<file path="src/rtl/display_pkg.sv">
// Shared constants, arbiter state type and frame helpers for the
// multiplexed seven-segment display scheduler.
package display_pkg;

    localparam int NUM_DIGITS = 4;

    localparam int SRC_DEF = 0;
    localparam int SRC_OV1 = 1;
    localparam int SRC_OV2 = 2;

    localparam logic [2:0] GRANT_DEF = 3'b001;
    localparam logic [2:0] GRANT_OV1 = 3'b010;
    localparam logic [2:0] GRANT_OV2 = 3'b100;

    typedef enum logic [1:0] {
        ARB_DEFAULT,
        ARB_OV1,
        ARB_OV2
    } arb_state_t;

    function automatic logic [2:0] grant_of(arb_state_t s);
        case (s)
            ARB_OV1: return GRANT_OV1;
            ARB_OV2: return GRANT_OV2;
            default: return GRANT_DEF;
        endcase
    endfunction

    function automatic logic [3:0] digit_of(logic [15:0] f, logic [1:0] idx);
        return f[int'(idx) * 4 +: 4];
    endfunction

    // Digit idx is a leading zero when it and every digit above it are 0;
    // digit 0 always stays visible so a zero value still shows "0".
    function automatic logic leading_zero(logic [15:0] f, logic [1:0] idx);
        logic all_zero;
        all_zero = 1'b1;
        for (int k = 1; k < NUM_DIGITS; k++) begin
            if (k >= int'(idx) && f[k * 4 +: 4] != 4'd0) begin
                all_zero = 1'b0;
            end
        end
        return (idx != 2'd0) && all_zero;
    endfunction

endpackage

</file>
<file path="src/rtl/scan_prescaler.sv">
// Divides the system clock to the digit scan rate and tracks the
// anti-ghost blank window that follows every digit step.
module scan_prescaler #(
    parameter int DIV = 50_000,
    parameter int GAP = 2500
) (
    input  logic clk,
    input  logic rst,
    output logic tick,
    output logic gap_next
);

    localparam int CW = (DIV > 1) ? $clog2(DIV) : 1;
    localparam int GW = (GAP > 1) ? $clog2(GAP) : 1;

    logic [CW-1:0] count;
    logic [GW-1:0] gap_left;
    logic          waiting_first;

    assign tick = (count == CW'(DIV - 1));

    // gap_next is the blank state for the cycle after the coming edge, so the
    // top level can register it in step with SEL.
    assign gap_next = tick ? (GAP > 0) : (waiting_first || gap_left != '0);

    always_ff @(posedge clk or posedge rst) begin
        if (rst) begin
            count         <= '0;
            gap_left      <= '0;
            waiting_first <= 1'b1;
        end else if (tick) begin
            count         <= '0;
            gap_left      <= GW'((GAP > 0) ? GAP - 1 : 0);
            waiting_first <= 1'b0;
        end else begin
            count <= count + 1'b1;
            if (gap_left != '0) begin
                gap_left <= gap_left - 1'b1;
            end
        end
    end

endmodule

</file>
<file path="src/rtl/display_scheduler.sv">
// Digit scan controller and three-source display arbiter; frames are
// latched only at the scan wrap so a frame never mixes two sources.
module display_scheduler
    import display_pkg::*;
#(
    parameter int CLK_HZ     = 50_000_000,
    parameter int SCAN_HZ    = 1000,
    parameter int HOLD_TICKS = 500,
    parameter int GAP_CYC    = 2500
) (
    input  logic        clk_50M,
    input  logic        rst,
    input  logic        lzb_en,
    input  logic [15:0] src0_data,
    input  logic        src1_req,
    input  logic [15:0] src1_data,
    input  logic        src2_req,
    input  logic [15:0] src2_data,
    output logic [1:0]  SEL,
    output logic [3:0]  Y,
    output logic        blank,
    output logic [2:0]  grant,
    output logic        frame_tick
);

    localparam int DIV = CLK_HZ / SCAN_HZ;
    localparam int HW  = (HOLD_TICKS > 0) ? $clog2(HOLD_TICKS + 1) : 1;

    logic        tick;
    logic        gap_next;
    logic        boundary;
    arb_state_t  state, state_next;
    logic [HW-1:0] hold, hold_next;
    logic [15:0] frame, frame_next;
    logic [1:0]  sel_next;
    logic [15:0] src_data [3];

    scan_prescaler #(
        .DIV (DIV),
        .GAP (GAP_CYC)
    ) u_prescaler (
        .clk      (clk_50M),
        .rst      (rst),
        .tick     (tick),
        .gap_next (gap_next)
    );

    assign src_data[SRC_DEF] = src0_data;
    assign src_data[SRC_OV1] = src1_data;
    assign src_data[SRC_OV2] = src2_data;

    assign boundary = tick && (SEL == 2'(NUM_DIGITS - 1));
    assign sel_next = tick ? SEL + 2'd1 : SEL;

    always_comb begin
        state_next = state;
        if (boundary) begin
            case (state)
                ARB_DEFAULT: begin
                    if (src2_req)      state_next = ARB_OV2;
                    else if (src1_req) state_next = ARB_OV1;
                end
                ARB_OV1: begin
                    if (src2_req)                         state_next = ARB_OV2;
                    else if (!src1_req && hold == '0)     state_next = ARB_DEFAULT;
                end
                ARB_OV2: begin
                    if (!src2_req && hold == '0) begin
                        state_next = src1_req ? ARB_OV1 : ARB_DEFAULT;
                    end
                end
                default: state_next = ARB_DEFAULT;
            endcase
        end
    end

    // Any change into an overlay (including OV1->OV2 preemption and the
    // OV2->OV1 fall-back) restarts the minimum display time.
    always_comb begin
        hold_next = hold;
        if (state_next == ARB_DEFAULT) begin
            hold_next = '0;
        end else if (state_next != state) begin
            hold_next = HW'(HOLD_TICKS);
        end else if (tick && hold != '0) begin
            hold_next = hold - 1'b1;
        end
    end

    always_comb begin
        frame_next = frame;
        if (boundary) begin
            case (state_next)
                ARB_OV1: frame_next = src_data[SRC_OV1];
                ARB_OV2: frame_next = src_data[SRC_OV2];
                default: frame_next = src_data[SRC_DEF];
            endcase
        end
    end

    always_ff @(posedge clk_50M or posedge rst) begin
        if (rst) begin
            state      <= ARB_DEFAULT;
            hold       <= '0;
            frame      <= '0;
            SEL        <= '0;
            Y          <= '0;
            blank      <= 1'b1;
            grant      <= GRANT_DEF;
            frame_tick <= 1'b0;
        end else begin
            state      <= state_next;
            hold       <= hold_next;
            frame      <= frame_next;
            SEL        <= sel_next;
            Y          <= digit_of(frame_next, sel_next);
            blank      <= gap_next | (lzb_en & leading_zero(frame_next, sel_next));
            grant      <= grant_of(state_next);
            frame_tick <= boundary;
        end
    end

endmodule

</file>
<file path="config.mk">
export PLATFORM = sky130hd
export DESIGN_NAME = display_scheduler
export DESIGN_NICKNAME = d
export VERILOG_FILES = /design/src/rtl/display_pkg.sv /design/src/rtl/scan_prescaler.sv /design/src/rtl/display_scheduler.sv
export SDC_FILE = /design/constraint.sdc
export NUM_CORES = 1
export LEC_CHECK = 0
export ABC_AREA = 1
export CAP_MARGIN = 15
export CORE_MARGIN = 5
export CORE_UTILIZATION = 45
export CTS_BUF_LIST = sky130_fd_sc_hd__clkbuf_8
export DETAILED_ROUTE_END_ITERATION = 12
export PLACE_DENSITY_LB_ADDON = 0.05
export SKIP_CTS_REPAIR_TIMING = 1
export SYNTH_ARGS = -nofsm -noshare
export SYNTH_HDL_FRONTEND = slang
export SYNTH_SLANG_ARGS = --single-unit
export TNS_END_PERCENT = 20
</file>
<file path="constraint.sdc">
create_clock -name clk_50M -period 3.65 [get_ports clk_50M]
set_input_delay 0.5475 -clock clk_50M [delete_from_list [all_inputs] [get_ports clk_50M]]
set_output_delay 0.5475 -clock clk_50M [all_outputs]
set_load 0.05 [all_outputs]
</file>
* After elaboration in Yosys (flattened, before gate mapping)
Index checks and enable logic that the tools add are counted.
** Cells by class
- Add/subtract/negate cells :: 4
- Multipliers :: 0
- Div/mod/pow operators :: 0
- $lt $le $gt $ge :: 2
- Equality and inequality tests :: 7
- Shift operators :: 1
- Mux-type cells :: 22
- Bitwise logic cells :: 2
- Reduce and logical (&&, ||, !) cells :: 21
** Operators with widths (number)
- $mux 16 :: 2
- $pmux 16 s2 :: 1
- $mux 9 :: 3
- $mux 12 :: 2
- $add 16x1->16 const B :: 1
- $eq 16x16->1 const B :: 1
- $shiftx 16x5->4 :: 1
- $mux 2 :: 7
- $reduce_bool 12->1 :: 1
- $reduce_bool 4->1 :: 3
- $sub 12x1->12 const B :: 1
- $logic_not 9->1 :: 1
- $reduce_bool 9->1 :: 1
- $sub 9x1->9 const B :: 1
- $logic_and 1x1->1 :: 7
- $eq 2x2->1 const B :: 3
- $pmux 2 s3 :: 1
- $pmux 3 s2 :: 1
- $mux 1 :: 5
- $eq 2x1->1 const B :: 2
- $logic_not 2->1 :: 2
- $reduce_bool 2->1 :: 2
- $reduce_bool 3->1 :: 1
- $add 2x1->2 const B :: 1
- 7 further kinds :: 8
** Word-level totals
- Register bits after elaboration :: 67
- Latch bits :: 0
- RAM bits :: 0
- Bits in read-only memories :: 0
- Input bits :: 53
- Output and inout port bits :: 11
- Logic and storage cells :: 70
- Memories :: 0

* Logic depth before layout (Yosys ltp)
Gate-level depths: netlist (run 1).
- Depth in word-level cells :: 17
- Depth in mapped cells :: 25
- Mapped depth without buffers :: 22

* Hierarchy
A second synthesis (run 1) with hierarchy kept.
** Second synthesis, totals
- Cell total of the unflattened synthesis :: 520
- Area total of the unflattened synthesis :: 3973.8 µm²
** By module, submodules not included
- display_scheduler :: times used 1, cells each 291, area each 2284.7 µm², sequential area each 953.4 µm²
- scan_prescaler :: times used 1, cells each 229, area each 1689.1 µm², sequential area each 726.9 µm²

* Worst setup path before layout (run 1)
Ideal clock, no wire load.
- Path type :: register to register
- Start point :: register u_prescaler.count[0]
- End point :: register blank
- Library setup time :: 60 ps
- Arrival :: 3152 ps
- Data required time :: 3590 ps
- Setup slack :: 438 ps
- Stages on the path, launching flop included :: 22
- Buffers on the path :: 4
- Clock period less this slack :: 3212 ps
- Cell sequence :: dfrtp_1 > ha_1 > nand3_1 > nor2_1 > nand2_4 > clkinv_4 > nand2_4 > buf_6 > buf_6 > a21oi_1 > inv_1 > ha_1 > buf_2 > clkbuf_1 > a21oi_1 > a21oi_1 > nand2_1 > o21ai_1 > nand2_1 > nor3_1 > nand3_1 > nand2_1
** On the way
- Word-level cells in the longest chain between the ends :: 14
- Elaborated cells on any way between the ends :: 23
- Those cells by class :: order compare (2); eq/ne (3); mux (8); bitwise (2); reduce/logical (8)
** RTL lines
- start, declared :: line scan_prescaler.sv:16 : logic [CW-1:0] count;
- start signal, assigned :: line scan_prescaler.sv:36 : count <= count + 1'b1;
- $eq 16x16->1 * :: line scan_prescaler.sv:20 : assign tick = (count == CW'(DIV - 1));
- $logic_and 1x1->1 * :: line display_scheduler.sv:52 : assign boundary = tick && (SEL == 2'(NUM_DIGITS - 1));
- $mux 2 * :: line display_scheduler.sv:57 : if (boundary) begin
- named net state_next[0] :: line display_scheduler.sv:32 : arb_state_t state, state_next;
- $eq 2x2->1 or $eq 2x1->1 (tied branches) :: line display_scheduler.sv:93 : case (state_next)
- $pmux 16 s2 * :: line display_scheduler.sv:93
- $mux 16 * :: line display_scheduler.sv:92 : if (boundary) begin
- $reduce_bool 4->1 :: line display_pkg.sv:39 : if (k >= int'(idx) && f[k * 4 +: 4] != 4'd0) begin
- $logic_and 1x1->1 :: line display_pkg.sv:39
- $mux 1 (2 in series) :: line display_pkg.sv:39
- $mux 1 * :: line display_pkg.sv:39
- $logic_and 1x1->1 * :: line display_pkg.sv:43 : return (idx != 2'd0) && all_zero;
- $and 1x1->1 * :: line display_scheduler.sv:117 : blank <= gap_next | (lzb_en & leading_zero(frame_next, sel_next));
- $or 1x1->1 * :: line display_scheduler.sv:117
- end signal, assigned :: line display_scheduler.sv:117
- end, declared :: line display_scheduler.sv:21 : output logic blank,
The timed path passes the listed nets; every way through them passes the cells marked *.
A chain may end at the register's enable or synchronous reset.

* Worst setup path in the final report (run 1)
- Start point :: register u_prescaler.count[0]
- End point :: register Y[2]
** On the way
- Word-level cells in the longest chain between the ends :: 7
- Elaborated cells on any way between the ends :: 9
- Those cells by class :: eq/ne (3); shift (1); mux (4); reduce/logical (1)
** RTL lines
- $eq 16x16->1 * :: line scan_prescaler.sv:20
- $logic_and 1x1->1 * :: line display_scheduler.sv:52
- $mux 2 * :: line display_scheduler.sv:57
- named net state_next[0] :: line display_scheduler.sv:32
- $eq 2x2->1 or $eq 2x1->1 (tied branches) :: line display_scheduler.sv:93
- $pmux 16 s2 * :: line display_scheduler.sv:93
- $mux 16 * :: line display_scheduler.sv:92
- named net frame_next[10] :: line display_scheduler.sv:34 : logic [15:0] frame, frame_next;
- $shiftx 16x5->4 * :: line display_pkg.sv:30 : return f[int'(idx) * 4 +: 4];
- end signal, assigned :: line display_scheduler.sv:116 : Y <= digit_of(frame_next, sel_next);
- end, declared :: line display_scheduler.sv:20 : output logic [3:0] Y,
Marks and branches as above.

==> results of run 1 <==
==> cell families after synthesis <==
logic type / count (synthesis)
compound gates: 90
flops: 67
mux: 3
fa+ha+maj: 10
xor+xnor: 7
buf+inv: 88
simple gates: 221
==> power breakdown <==
group	switching, W	total [W]	internal, W
Sequential	0	0.000742	0.000742
Combinational	0.0000278	0.0000817	0.0000539
Clock	0.000320	0.000646	0.000326
==> state kept, by name, indices dropped and copies added, names as in the netlist <==
register                   cells
frame_tick                     1
u_prescaler.count             16
SEL                            2
hold                           9
Y                              4
frame                         16
blank                          1
grant                          3
state                          2
u_prescaler.gap_left          12
u_prescaler.waiting_first      1
==> critical path, cell delays in order (launching register included) <==
cell and delay, ns:
dfrtp_1 0.38, ha_1 0.22, nand3_1 0.11, nor2_1 0.21
nand2_4 0.09, clkinv_4 0.08, nand2_4 0.17, a21oi_1 0.33
inv_1 0.12, ha_1 0.46, buf_4 0.28, a21oi_1 0.08
a21oi_1 0.18, o21ai_1 0.14, a22oi_1 0.21, nand2_1 0.09
==> through the flow <==
step | util, % | setup WS (ns)
after floorplan | - | 0.4378
after global routing | 56.91 | 0.01410
after global placement | 54.39 | 0.3988
final | 56.91 | 0.3549
after detailed placement | 54.39 | 0.3643
after CTS | 56.91 | 0.3356
==> routing by layer <==
metal	vias up	GRT usage [%]
met1	1504	23.04
met4	0	3.420
met2	64	29.11
li1	1688	-
met3	5	4.429
met5	-	0
==> synthesized netlist by cell type (all sizes together) (6+ instances only) <==
cell,count
xor2,7
nand3,20
o21ai,33
clkbuf,8
nor2,44
a22o,7
ha,10
nand4,11
nor3,6
nand2,139
buf,7
dfrtp,64
inv,70
a22oi,6
a21oi,35
==> how the worst max path moves through the flow <==
stage	start	cells after the start	slack [ns]	end
floorplan	u_prescaler.count[0]	21	0.44	blank
global placement	u_prescaler.count[0]	19	0.40	blank
detailed placement	u_prescaler.count[0]	18	0.36	blank
CTS	u_prescaler.count[0]	18	0.34	blank
global route	hold[0]	21	0.01	blank
finish	u_prescaler.count[0]	15	0.35	Y[2]
==> final cells by class <==
cell class                 count  area, sq um  area share [%]
multi-input combinational    331         1673           36.14
sequential                    67         1680           36.30
inverter                      73        279.0           6.027
tap                          105        131.4           2.838
timing repair buffer          67        660.6           14.27
clock inverter                 7        81.33           1.757
clock buffer                   9        123.9           2.676
==> flow_summary.toml, run 1 <==
[worst_setup_path]
arrival_ns = 3.52
critical_path_class = "reg2reg"
r2r_slack_ns = 0.35
r2r_cells = 15
required_ns = 3.87
end_kind = "flip-flop"
r2r_start = "u_prescaler.count[0]"
path_max_fanout = 28
r2r-end = "Y[2]"
critPathLaunchType = "flip-flop"

[synth]
synthesis.area_sq_mm = 0.003715
async_flop_share_pct = 100.0
synthAdderAreaFrac_pct = 3.368
synth_area_leader_cell = "dfrtp_1"
synth_enable_flop_cells = 0
synth_top_family_by_area = "simple AND/OR/NAND/NOR gates"
synth_area_per_cell_sq_um = 7.644
yosys-mux-area-fraction_pct = 0.8084
ys_types = 35
synth-seq-cells = 67
yosys_warnings = 0
syn-num-nets = 549
synth_top_area_share_pct = 43.11
synthFlopType = "dfrtp_1"
synth-compound-area-share_pct = 13.91
synth-xor-area-share_pct = 1.852
seq_area_frac_synth_pct = 45.23
synth-simple-area-share_pct = 25.09
synthesis.instances = 486
netlist_top_cells_area = "dfrtp_1 (43%), nand2_1 (14%), inv_1 (7.0%)"

[drt]
drc = 0
wl_met1_microns = 3806
drt_iter0_markers = 128
wl_met3_microns = 329
vias = 3261
wl_met2_microns = 4146
wirelength_microns = 8340
ant_nets = 0
wl_per_cell_microns = 12.66
first_pass_iters = 4
viasPerCell = 4.948
topRoutingLayerUsed = "met4"

[global_route]
antenna_found_initial = 0
track_usage_pct = 17.45
grt_pass1_vias = 3164
grt_max_degree = 31
grt_pass1_wl_microns = 14290
grt_overflow_total = 0

[worst_hold_path]
hold_path_class = "reg2reg"
worstHoldStart = "u_prescaler.waiting_first"
holdPathStages = 2
whs_endpoint = "u_prescaler.waiting_first"

[clock_network]
clk_latency_ns = 0.35
htreeDepth = 3
clock_tree.buffer_depth = 2
cts_sinks = 67
cts_buffers = 9
root_buffer = "clkbuf_8"
cts_tree = "built"
clk_pin_slew_worst_paths_ns = 0.08

[sta]
tns_ns = 0
rsz0062_at_grt = "false"
finalCritPeriodShare_pct = 90.28
finClkSkew_ns = 0.01428
hold_violations = 0
worstMarginPinSlew_ns = 0.7809
setup_viol = 0
holdWs_ns = 0.4484
max_freq_mhz = 303.5
drv_slew = 0
fin_crit_ns = 3.295
slew_headroom_pct = 47.74

[power_and_ir_drop]
peakVddDrop_mv = 0.2031
p_per_area_mw_per_mm2 = 317.4
p_leak_nw = 2.353
power_w = 0.001470

[floorplanning]
die_area_sq_mm = 0.01017
coreArea_sq_mm = 0.008134
num_rows = 33
die_x_microns = 100.9
io_pins = 64
die_h_microns = 100.9
initial_core_util_pct = 45.67

[finish]
final_cells = 659
final_cell_mix = "nand2_1 (136), inv_1 (68), dfrtp_1 (64), clkdlybuf4s50_1 (63), nor2_1 (41)"
final_area_sq_mm = 0.004629
diodes = 0
mostFrequentLayoutCell = "nand2_1"
nets = 612
synthToLayoutAreaGrowth_pct = 24.62
fill_cells = 757
layout-drive-gt1-share_pct = 5.957

[place]
placed_area_sq_mm = 0.004424
place_hpwl_microns = 6400
dp.cells = 643
portBuffers = 63
place_congestion = 0.8249

[outcome]
status = "complete, no violations"

[flow_run]
max_cap_violations = 0
Note: power is estimated with default switching activity, not from simulation.
==> run 2: changes to the inputs <==
--- a/config.mk
+++ b/config.mk
@@ -10,6 +10,7 @@
 export CORE_MARGIN = 5
 export CORE_UTILIZATION = 45
 export CTS_BUF_LIST = sky130_fd_sc_hd__clkbuf_8
+export CTS_CLUSTER_DIAMETER = 40
 export DETAILED_ROUTE_END_ITERATION = 12
 export PLACE_DENSITY_LB_ADDON = 0.05
 export SKIP_CTS_REPAIR_TIMING = 1
==> results of run 2 <==
Same layout as run 1: the final DEF is identical, and so are final timing and power.
==> run 3: changes to the inputs <==
==> constraint.sdc (replaced) <==
create_clock -name clk_50M -period 2.75 [get_ports clk_50M]
set_input_delay 0.4125 -clock clk_50M [delete_from_list [all_inputs] [get_ports clk_50M]]
set_output_delay 0.4125 -clock clk_50M [all_outputs]
set_load 0.05 [all_outputs]
==> run 3 against run 2 <==
Against the previous run: clock skew down 0.0044 ns; setup slack got worse by 0.29 ns; critical path type unchanged; first-iteration DRC count up 27%; clock-buffer cell count did not move; total power grew 35%; die area unchanged; clock power rose by 36%; highest routed layer unchanged; final cell count increased by 6.1%; non-clock buffer count is 40 higher; wire length up 18%; register-to-register slack worse by 0.29 ns; largest power group unchanged.
==> flow_summary.toml, run 3 (synthesis gave the netlist of run 1 again) <==
[clock_network]
root_buffer = "clkbuf_8"
cts_tree = "built"
clk_pin_slew_worst_paths_ns = 0.08
cts_buffers = 9
clk_latency_ns = 0.36
clock_tree.buffer_depth = 2
htreeDepth = 3
cts_sinks = 67

[place]
place_hpwl_microns = 6779
placed_area_sq_mm = 0.004682
portBuffers = 63
dp_slack_ns = -0.1934
place_congestion = 0.8694

[floorplanning]
io_pins = 64
coreArea_sq_mm = 0.008134
num_rows = 33
die_h_microns = 100.9
die_area_sq_mm = 0.01017
die_x_microns = 100.9
initial_core_util_pct = 45.67

[sta]
setup_viol = 0
finClkSkew_ns = 0.009866
tns_ns = 0
max_freq_mhz = 372.9
drv_slew = 0
rsz0062_at_grt = "true"
slew_headroom_pct = 65.89
finalCritPeriodShare_pct = 97.52
hold_violations = 0
fin_crit_ns = 2.682
worstMarginPinSlew_ns = 0.5101
setup_slack_ns = 0.06809

[drt]
drt_iter0_markers = 162
viasPerCell = 4.938
wirelength_microns = 9855
vias = 3452
first_pass_iters = 4
ant_nets = 0
wl_per_cell_microns = 14.10
drc = 0

[global_route]
grt_max_degree = 68
grt_pass1_wl_microns = 15780
grt_pass1_vias = 3362
grt_overflow_total = 0
antenna_found_initial = 0
track_usage_pct = 19.77

[finish]
seq_area_sq_mm = 0.001683
layout-drive-gt1-share_pct = 21.72
final_cell_mix = "nand2_1 (127), inv_1 (63), clkdlybuf4s50_1 (63), dfrtp_1 (62), buf_4 (35)"
diodes = 0
fill_cells = 691
reg.largest.list = "frame: 16 flops, u_prescaler.count: 16 flops, u_prescaler.gap_left: 12 flops"
final_area_sq_mm = 0.005235
fin_util_pct = 64.36
synthToLayoutAreaGrowth_pct = 40.92
nets = 652
mostFrequentLayoutCell = "nand2_1"
multi_input_area_sq_mm = 0.001913

[outcome]
status = "complete, no violations"

[worst_setup_path]
path_max_fanout = 7
critPathLaunchType = "flip-flop"
arrival_ns = 2.98
required_ns = 3.05
critical_path_class = "reg2reg"
end_kind = "flip-flop"

[power_and_ir_drop]
power_w = 0.001979
p_per_area_mw_per_mm2 = 378.0
peakVddDrop_mv = 0.2828
p_leak_nw = 2.566

[worst_hold_path]
hold_path_class = "in2async"

[flow_run]
max_cap_violations = 0
==> run 3: changes by cell type in the layout (fill, tap and decap cells not counted), moves of 6 or more <==
cell     change
nor2_2       +6
o21ai_1      -9
buf_6        +6
a21oi_1      -9
buf_4       +31
nand2_1      -9
a21oi_2      +7
nor2_1       -7
o21ai_2     +11
nand2_2      +9
==> run 3: report_power, final <==
part           switching, W  leakage, nW  internal [W]
clock network      0.000442        0.103      0.000436
registers                 0        0.819      0.000984
logic             0.0000422         1.64     0.0000745
==> run 3: critical path: stages (launching register included) <==
cell	delay (ns)
dfrtp_1	0.38
inv_2	0.06
ha_4	0.16
nand2_2	0.06
nor2_2	0.04
nand2_2	0.10
inv_2	0.05
o21ai_2	0.15
nand2_2	0.09
nor2_4	0.13
a21oi_4	0.05
buf_12	0.13
ha_4	0.18
buf_6	0.13
a22o_1	0.21
nand2_1	0.06
nand2_1	0.06
o21ai_2	0.13
nand2_1	0.09
nor3_2	0.18
nand3_1	0.10
nand2_1	0.07
==> run 3: final timing paths <==
kind                       slack, ns  depth (start not counted)                      start                   endpoint
setup / recovery                0.07                         21                    hold[1]                      blank
hold / removal                  0.45                          3                        rst                    hold[3]
setup reg to reg                0.07                         21                    hold[1]                      blank
hold reg to reg                 0.45                          2  u_prescaler.waiting_first  u_prescaler.waiting_first
max in group asynchronous       1.97                          3                        rst                      blank
min in group clk_50M            0.45                          2  u_prescaler.waiting_first  u_prescaler.waiting_first
==> run 3: routing by layer <==
metal  GRT usage (%)  part of all wire [%]  vias up
li1                -                     -     1764
met1           25.93                    45     1594
met2           32.00                    49       73
met3           3.599                   3.8       21
met4           8.497                   2.2        0
met5               0                     0        -
==> run 3: layout make-up <==
class	count	area share, %
clock buffer	9	2.366
multi-input combinational	331	36.54
sequential	67	32.15
tap	105	2.510
inverter	73	5.330
clock inverter	7	1.601
timing repair buffer	107	19.50
==> run 3: metrics by stage <==
| step | instances | hold slack [ns] |
|---|---|---|
| 2_1_floorplan | 486 | 0.4243 |
| 3_3_place_gp | 666 | 0.4299 |
| 3_5_place_dp | 666 | 0.4350 |
| 4_1_cts | 682 | 0.4472 |
| 5_1_grt | 699 | 0.4824 |
| 6_report | 699 | 0.4457 |
